### src/rtl/adder_arbiter.sv
// rtl/adder_arbiter.sv - shares one 32-bit adder among NUM_REQ requesters, one-deep result register
// Optional: define ADDER_ARB_RR_EN for round-robin arbitration (fixed priority, index 0 highest, otherwise).
module adder_arbiter #(
   parameter int NUM_REQ = 3
) (
   input  logic                    i_clk_1,
   input  logic                    i_rstN_1,
   input  logic [NUM_REQ-1:0]      i_reqValid_N,
   output logic [NUM_REQ-1:0]      o_reqReady_N,
   input  logic [NUM_REQ*32-1:0]   i_reqOperand1_N,
   input  logic [NUM_REQ*32-1:0]   i_reqOperand2_N,
   input  logic [NUM_REQ-1:0]      i_reqSub_N,
   output logic [31:0]             o_adderOperand1_32,
   output logic [31:0]             o_adderOperand2_32,
   output logic                    o_cIn_1,
   input  logic [31:0]             i_adderSum_32,
   input  logic                    i_cOut_1,
   output logic                    o_rspValid_1,
   input  logic                    i_rspReady_1,
   output logic [1:0]              o_rspId_2,
   output logic [31:0]             o_rspSum_32,
   output logic                    o_rspCarry_1,
   output logic                    o_rspOvf_1
);

   logic        slotFree;
   logic        gntAny;
   logic [1:0]  gntIdx;
   logic [31:0] opA;
   logic [31:0] opB;
   logic        cIn;
   logic        ovfNext;

   assign slotFree = !o_rspValid_1 || i_rspReady_1;

`ifdef ADDER_ARB_RR_EN
   localparam logic [1:0] LAST_IDX = 2'(NUM_REQ - 1);
   logic [1:0] rrPtr;
   logic [2:0] candIdx;

   // Search starts at the pointer and wraps modulo NUM_REQ; first valid wins.
   always_comb begin
      gntAny  = 1'b0;
      gntIdx  = 2'd0;
      candIdx = 3'd0;
      for (int i = 0; i < NUM_REQ; i++) begin
         candIdx = 3'(rrPtr) + 3'(i);
         if (candIdx >= 3'(NUM_REQ)) candIdx = candIdx - 3'(NUM_REQ);
         for (int k = 0; k < NUM_REQ; k++) begin
            if (!gntAny && candIdx == 3'(k) && i_reqValid_N[k]) begin
               gntAny = 1'b1;
               gntIdx = 2'(k);
            end
         end
      end
      gntAny = gntAny && slotFree && i_rstN_1;
   end

   always_ff @(posedge i_clk_1 or negedge i_rstN_1) begin
      if (!i_rstN_1) begin
         rrPtr <= 2'd0;
      end else if (gntAny) begin
         rrPtr <= (gntIdx == LAST_IDX) ? 2'd0 : gntIdx + 2'd1;
      end
   end
`else
   always_comb begin
      gntAny = 1'b0;
      gntIdx = 2'd0;
      for (int k = NUM_REQ - 1; k >= 0; k--) begin
         if (i_reqValid_N[k]) begin
            gntAny = 1'b1;
            gntIdx = 2'(k);
         end
      end
      gntAny = gntAny && slotFree && i_rstN_1;
   end
`endif

   // Operand mux; everything is zero when nobody holds the grant.
   always_comb begin
      opA          = 32'd0;
      opB          = 32'd0;
      cIn          = 1'b0;
      o_reqReady_N = '0;
      for (int k = 0; k < NUM_REQ; k++) begin
         if (gntAny && gntIdx == 2'(k)) begin
            o_reqReady_N[k] = 1'b1;
            opA = i_reqOperand1_N[32*k +: 32];
            opB = i_reqSub_N[k] ? ~i_reqOperand2_N[32*k +: 32] : i_reqOperand2_N[32*k +: 32];
            cIn = i_reqSub_N[k];
         end
      end
   end

   assign o_adderOperand1_32 = opA;
   assign o_adderOperand2_32 = opB;
   assign o_cIn_1            = cIn;
   assign ovfNext = (opA[31] == opB[31]) && (i_adderSum_32[31] != opA[31]);

   always_ff @(posedge i_clk_1 or negedge i_rstN_1) begin
      if (!i_rstN_1) begin
         o_rspValid_1 <= 1'b0;
         o_rspId_2    <= 2'd0;
         o_rspSum_32  <= 32'd0;
         o_rspCarry_1 <= 1'b0;
         o_rspOvf_1   <= 1'b0;
      end else if (gntAny) begin
         o_rspValid_1 <= 1'b1;
         o_rspId_2    <= gntIdx;
         o_rspSum_32  <= i_adderSum_32;
         o_rspCarry_1 <= i_cOut_1;
         o_rspOvf_1   <= ovfNext;
      end else if (i_rspReady_1) begin
         o_rspValid_1 <= 1'b0;
      end
   end

endmodule

### config.mk
export PLATFORM = sky130hd
export DESIGN_NAME = adder_arbiter
export DESIGN_NICKNAME = d
export VERILOG_FILES = /design/src/rtl/adder_arbiter.sv
export SDC_FILE = /design/constraint.sdc
export NUM_CORES = 1
export LEC_CHECK = 0
export CAP_MARGIN = 5
export CORE_AREA = 2 2 131 133
export CTS_CLUSTER_DIAMETER = 120
export DETAILED_ROUTE_END_ITERATION = 16
export DIE_AREA = 0 0 133 135
export PLACE_DENSITY = 0.71
export SKIP_CTS_REPAIR_TIMING = 1
export SLEW_MARGIN = 40
export SYNTH_ARGS = -nofsm -noshare
export SYNTH_HDL_FRONTEND = slang
export SYNTH_SLANG_ARGS = --single-unit
### constraint.sdc
create_clock -name i_clk_1 -period 2.2 [get_ports i_clk_1]
set_input_delay 0.55 -clock i_clk_1 [delete_from_list [all_inputs] [get_ports i_clk_1]]
set_output_delay 0.55 -clock i_clk_1 [all_outputs]
set_load 0.02 [all_outputs]
Yosys cells after proc, flatten, opt, wreduce, memory -nomap -nowiden. Cells that the tools add are included.

Eq/ne operators: 4. Mux-type cells: 23. Bitwise logic cells: 3. Reductions and logical operators: 10.

Operator list (count): $mux 32 (9); $not 32->32 (3); $mux 1 (11); $logic_and 1x1->1 (6); $mux 2 (3); $eq 2x1->1 const B (1); $eq 2x2->1 const B (1); $logic_not 2->1 (1); $reduce_bool 2->1 (1); $eq 1x1->1 (1); $logic_not 1->1 (1); $logic_or 1x1->1 (1); $ne 1x1->1 (1).

Register bits: 37. Input bits: 234. Output and inout bits: 105. Logic and storage cells: 45.

Longest topological paths before layout.
Depth after elaboration: 11. Gate-level depth with buffers: 7.

Least setup slack after synthesis. No wires, ideal clock.

Path type: input to output. From: input i_rspReady_1. To: output o_adderOperand2_32[14]. Arrival time: 1769 ps. Path slack: -119 ps. Stages on the path: 7. Path buffers: 2. Path through: nand2b_2 nand4_1 inv_1 buf_2 buf_1 a22oi_1 o21ai_0.

Word-level cells in the longest chain between the ends: 7. Elaborated cells on any way between the ends: 9.

Ends and longest elaborated chain: start, declared (line 19) `input logic i_rspReady_1,`; $logic_or 1x1->1 * (line 34) `assign slotFree = !o_rspValid_1 || i_rspReady_1;`; $logic_and 1x1->1 * (2 in series) (line 76) `gntAny = gntAny && slotFree && i_rstN_1;`; $logic_and 1x1->1 (line 87) `if (gntAny && gntIdx == 2'(k)) begin`; $mux 32 (2 in series) (line 87); $mux 32 * (line 87); end, declared (line 14) `output logic [31:0] o_adderOperand2_32,`.

Every way passes the cells marked *; elsewhere a longest branch is shown, timed or not.

Worst setup path after layout.
From: input i_rspReady_1. To: output o_adderOperand1_32[29].

Word-level cells in the longest chain between the ends: 7. Elaborated cells on any way between the ends: 9.

Ends and longest elaborated chain: $logic_or 1x1->1 * (line 34); $logic_and 1x1->1 * (2 in series) (line 76); $logic_and 1x1->1 (line 87); $mux 32 (2 in series) (line 87); $mux 32 * (line 87); end, declared (line 13) `output logic [31:0] o_adderOperand1_32,`.

Marks and branches as above.

==> results.md <==
- Final hold vios: 0
- Most area-consuming cells after synthesis: dfrtp_1 28%, xor2_1 17%, nand2_1 12%
- Levels on crit path: 8
- Worst skew pair latency: 0.27 ns
- Detailed-placement wirelength estimate: 13.4 mm
- Most common cell in the netlist: nand2_1
- Post-synth top area share: 28.2%
- Io pins: 339
- Top FF cell, synth: dfrtp_1
- R2R depth: 8
- Total track usage: 17.2%
- Worst setup SP type: primary input
- Worst Path Class, Setup: in2out
- CP endpoint kind: primary output
- CTS max path bufs: 2
- CP endpoint: o_adderOperand1_32[29]
- Die area: 18000 sq um
- Final nets: 1015
- Post-Layout Cell Count: 1002
- Commonest cells in the netlist: 102 x nand2_1, 65 x xor2_1, 37 x dfrtp_1, 34 x inv_1, 32 x a222oi_1
- Reg2reg end: o_rspOvf_1
- CP required: 1.65 ns
- Fillers: 1608
- CP max stage delay: 0.42 ns
- Htree depth: 2
- Sequential element share of the synthesized area: 28.2%
- Routed via count: 4474
- Chip width: 133 um
- EDFF count, synth: 0
- Max Clk Rate: 396 MHz
- Worst-margin pin slew: 0.414 ns
- Antenna Nets Post-Route: 0
- CTS tree: done
- Cell area after synthesis: 3280 sq um
- Length of the first detailed-routing pass in iterations: 5
- Routed wire length: 17.3 mm
- Clock skew: 0.00545 ns
- WL/cell: 17.2 um
- Ant. Diodes: 0
- Die Height: 135 um
- Tcrit/Tclk final: 115%
- TritonCTS buffer count: 5
- VDD IR max: 485 uV
- CP Data Arrival Time: 1.97 ns
- Post-route DRC: 0
- Placed Instances: 979
- Max-slew violations: 0
- Area grow syn2layout: 126%
- Synth Instances: 420
- Share of cells above drive strength 1: 20.2%
- Syn Area/Cell: 7.82 sq um
- # setup viols final: 65
- Clock sink count: 37
- RR Startpoint: o_rspValid_1
- Max Cap Violations: 0
- Critical path cell sequence: clkbuf_2 > nand2b_4 > and3_4 > buf_4 > buf_12 > a222oi_1 > inv_1 > buf_2
- Yosys warnings: 0
- Synth cell types: 26
- Power Total: 3.24 mW
- First-pass GRT wire length: 24.6 mm
- LEAKAGE: 3.45 nW
- Max-slew headroom: 72.4%
- Failing checks: negative setup slack
- Worst-path clk slew: 0.05 ns
- Core ar.: 16400 sq um
- Crit-path max FO: 21
- Buf+Inv Stages, Crit Path: 5
- CP top delay family: buffers and inverters
- Final worst slack: -0.323 ns
- Worst Hold Class: in2async
- Initial drt markers: 327
- Syn_nets: 654
- Num rows: 47
- R2r setup slk: 0.20 ns
- Ys async rst share: 100%
- Placer Congestion: 0.844
- Vias in the first global route: 4430
- Largest net degree at the start of global routing: 32
- Vias/cell: 4.47
- Worst slack at placement: -0.995 ns
- Synth area leader: dfrtp_1
- Total grt overflow: 0
- Slowest stage cell, crit path: a222oi_1
- Critical Path Source: i_rspReady_1
- Initial antenna violation count: 0
- CTS root buf: clkbuf_16
- Final min period: 2.52 ns
- PwrDens: 436 nW/um^2
- Port Buffer Count: 338
- RSZ-0062 raised after global routing: yes
- Synth Register Bits: 37
- Starting Density: 20.0%
- Status: finished, violations left
-- worst min-delay path by stage --
stage                                 end  slack [ns]       startpoint
after floorplan              o_rspCarry_1        0.25         i_rstN_1
after global placement    o_rspSum_32[21]        0.46  o_rspSum_32[21]
after detailed placement  o_rspSum_32[11]        0.46  o_rspSum_32[11]
after CTS                 o_rspSum_32[28]        0.32         i_rstN_1
after global routing         o_rspId_2[0]        0.33         i_rstN_1
final                        o_rspId_2[0]        0.30         i_rstN_1
-- power breakdown --
part	leakage (nW)	switching [mW]	internal [mW]
Combinational	2.93	0.795	0.926
Sequential	0.455	0.0563	0.786
Clock	0.0641	0.252	0.420
-- kinds of logic (layout without fill, tap and decap cells) --
group	after synthesis	count (layout)	share of synthesized area, %
xor+xnor	96	96	25.6
buf+inv	74	436	8.99
compound gates	101	101	23.7
flops	37	37	28.2
simple gates	112	112	13.5
-- stage by stage --
stage	area (sq um)	utilization, %	hold WS, ns	setup TNS (ns)
4_1_cts	7290	44.5	0.315	-58.86
6_report	7420	45.2	0.304	-9.45
3_5_place_dp	7150	43.6	0.461	-58.93
5_1_grt	7420	45.2	0.332	-14.25
3_3_place_gp	7150	43.6	0.458	-56.55
2_1_floorplan	3310	-	0.254	0
-- per-layer routing --
| metal | track usage (%) | share of wire (%) |
|---|---|---|
| met1 | 20.8 | 40 |
| met2 | 31.1 | 51 |
| met3 | 3.83 | 7.7 |
| met4 | 4.36 | 2.1 |
| met5 | 0 | 0 |
-- area by class of cell --
class	count	area (sq um)	share of cell area, %
sequential	37	926	12.5
clock buffer	7	133	1.79
tap	220	275	3.71
multi-input combinational	309	2180	29.4
clock inverter	1	7.51	0.101
inverter	36	138	1.85
timing repair buffer	392	3760	50.6
-- state kept, by name (all words and copies together), names as in the netlist --
register,count
o_rspCarry_1,1
o_rspId_2,2
o_rspSum_32,32
o_rspValid_1,1
o_rspOvf_1,1
-- cells in the final DEF (no fill, tap or decap), drive strengths merged, types with 15 or more instances in the layout --
cell and n:
a222oi 32, a22oi 31, buf 119, clkbuf 15, clkdlybuf4s50 260, dfrtp 37
inv 36, nand2 102, o21ai 31, xnor2 31, xor2 65
No activity file was read; power rests on OpenSTA's default activity.
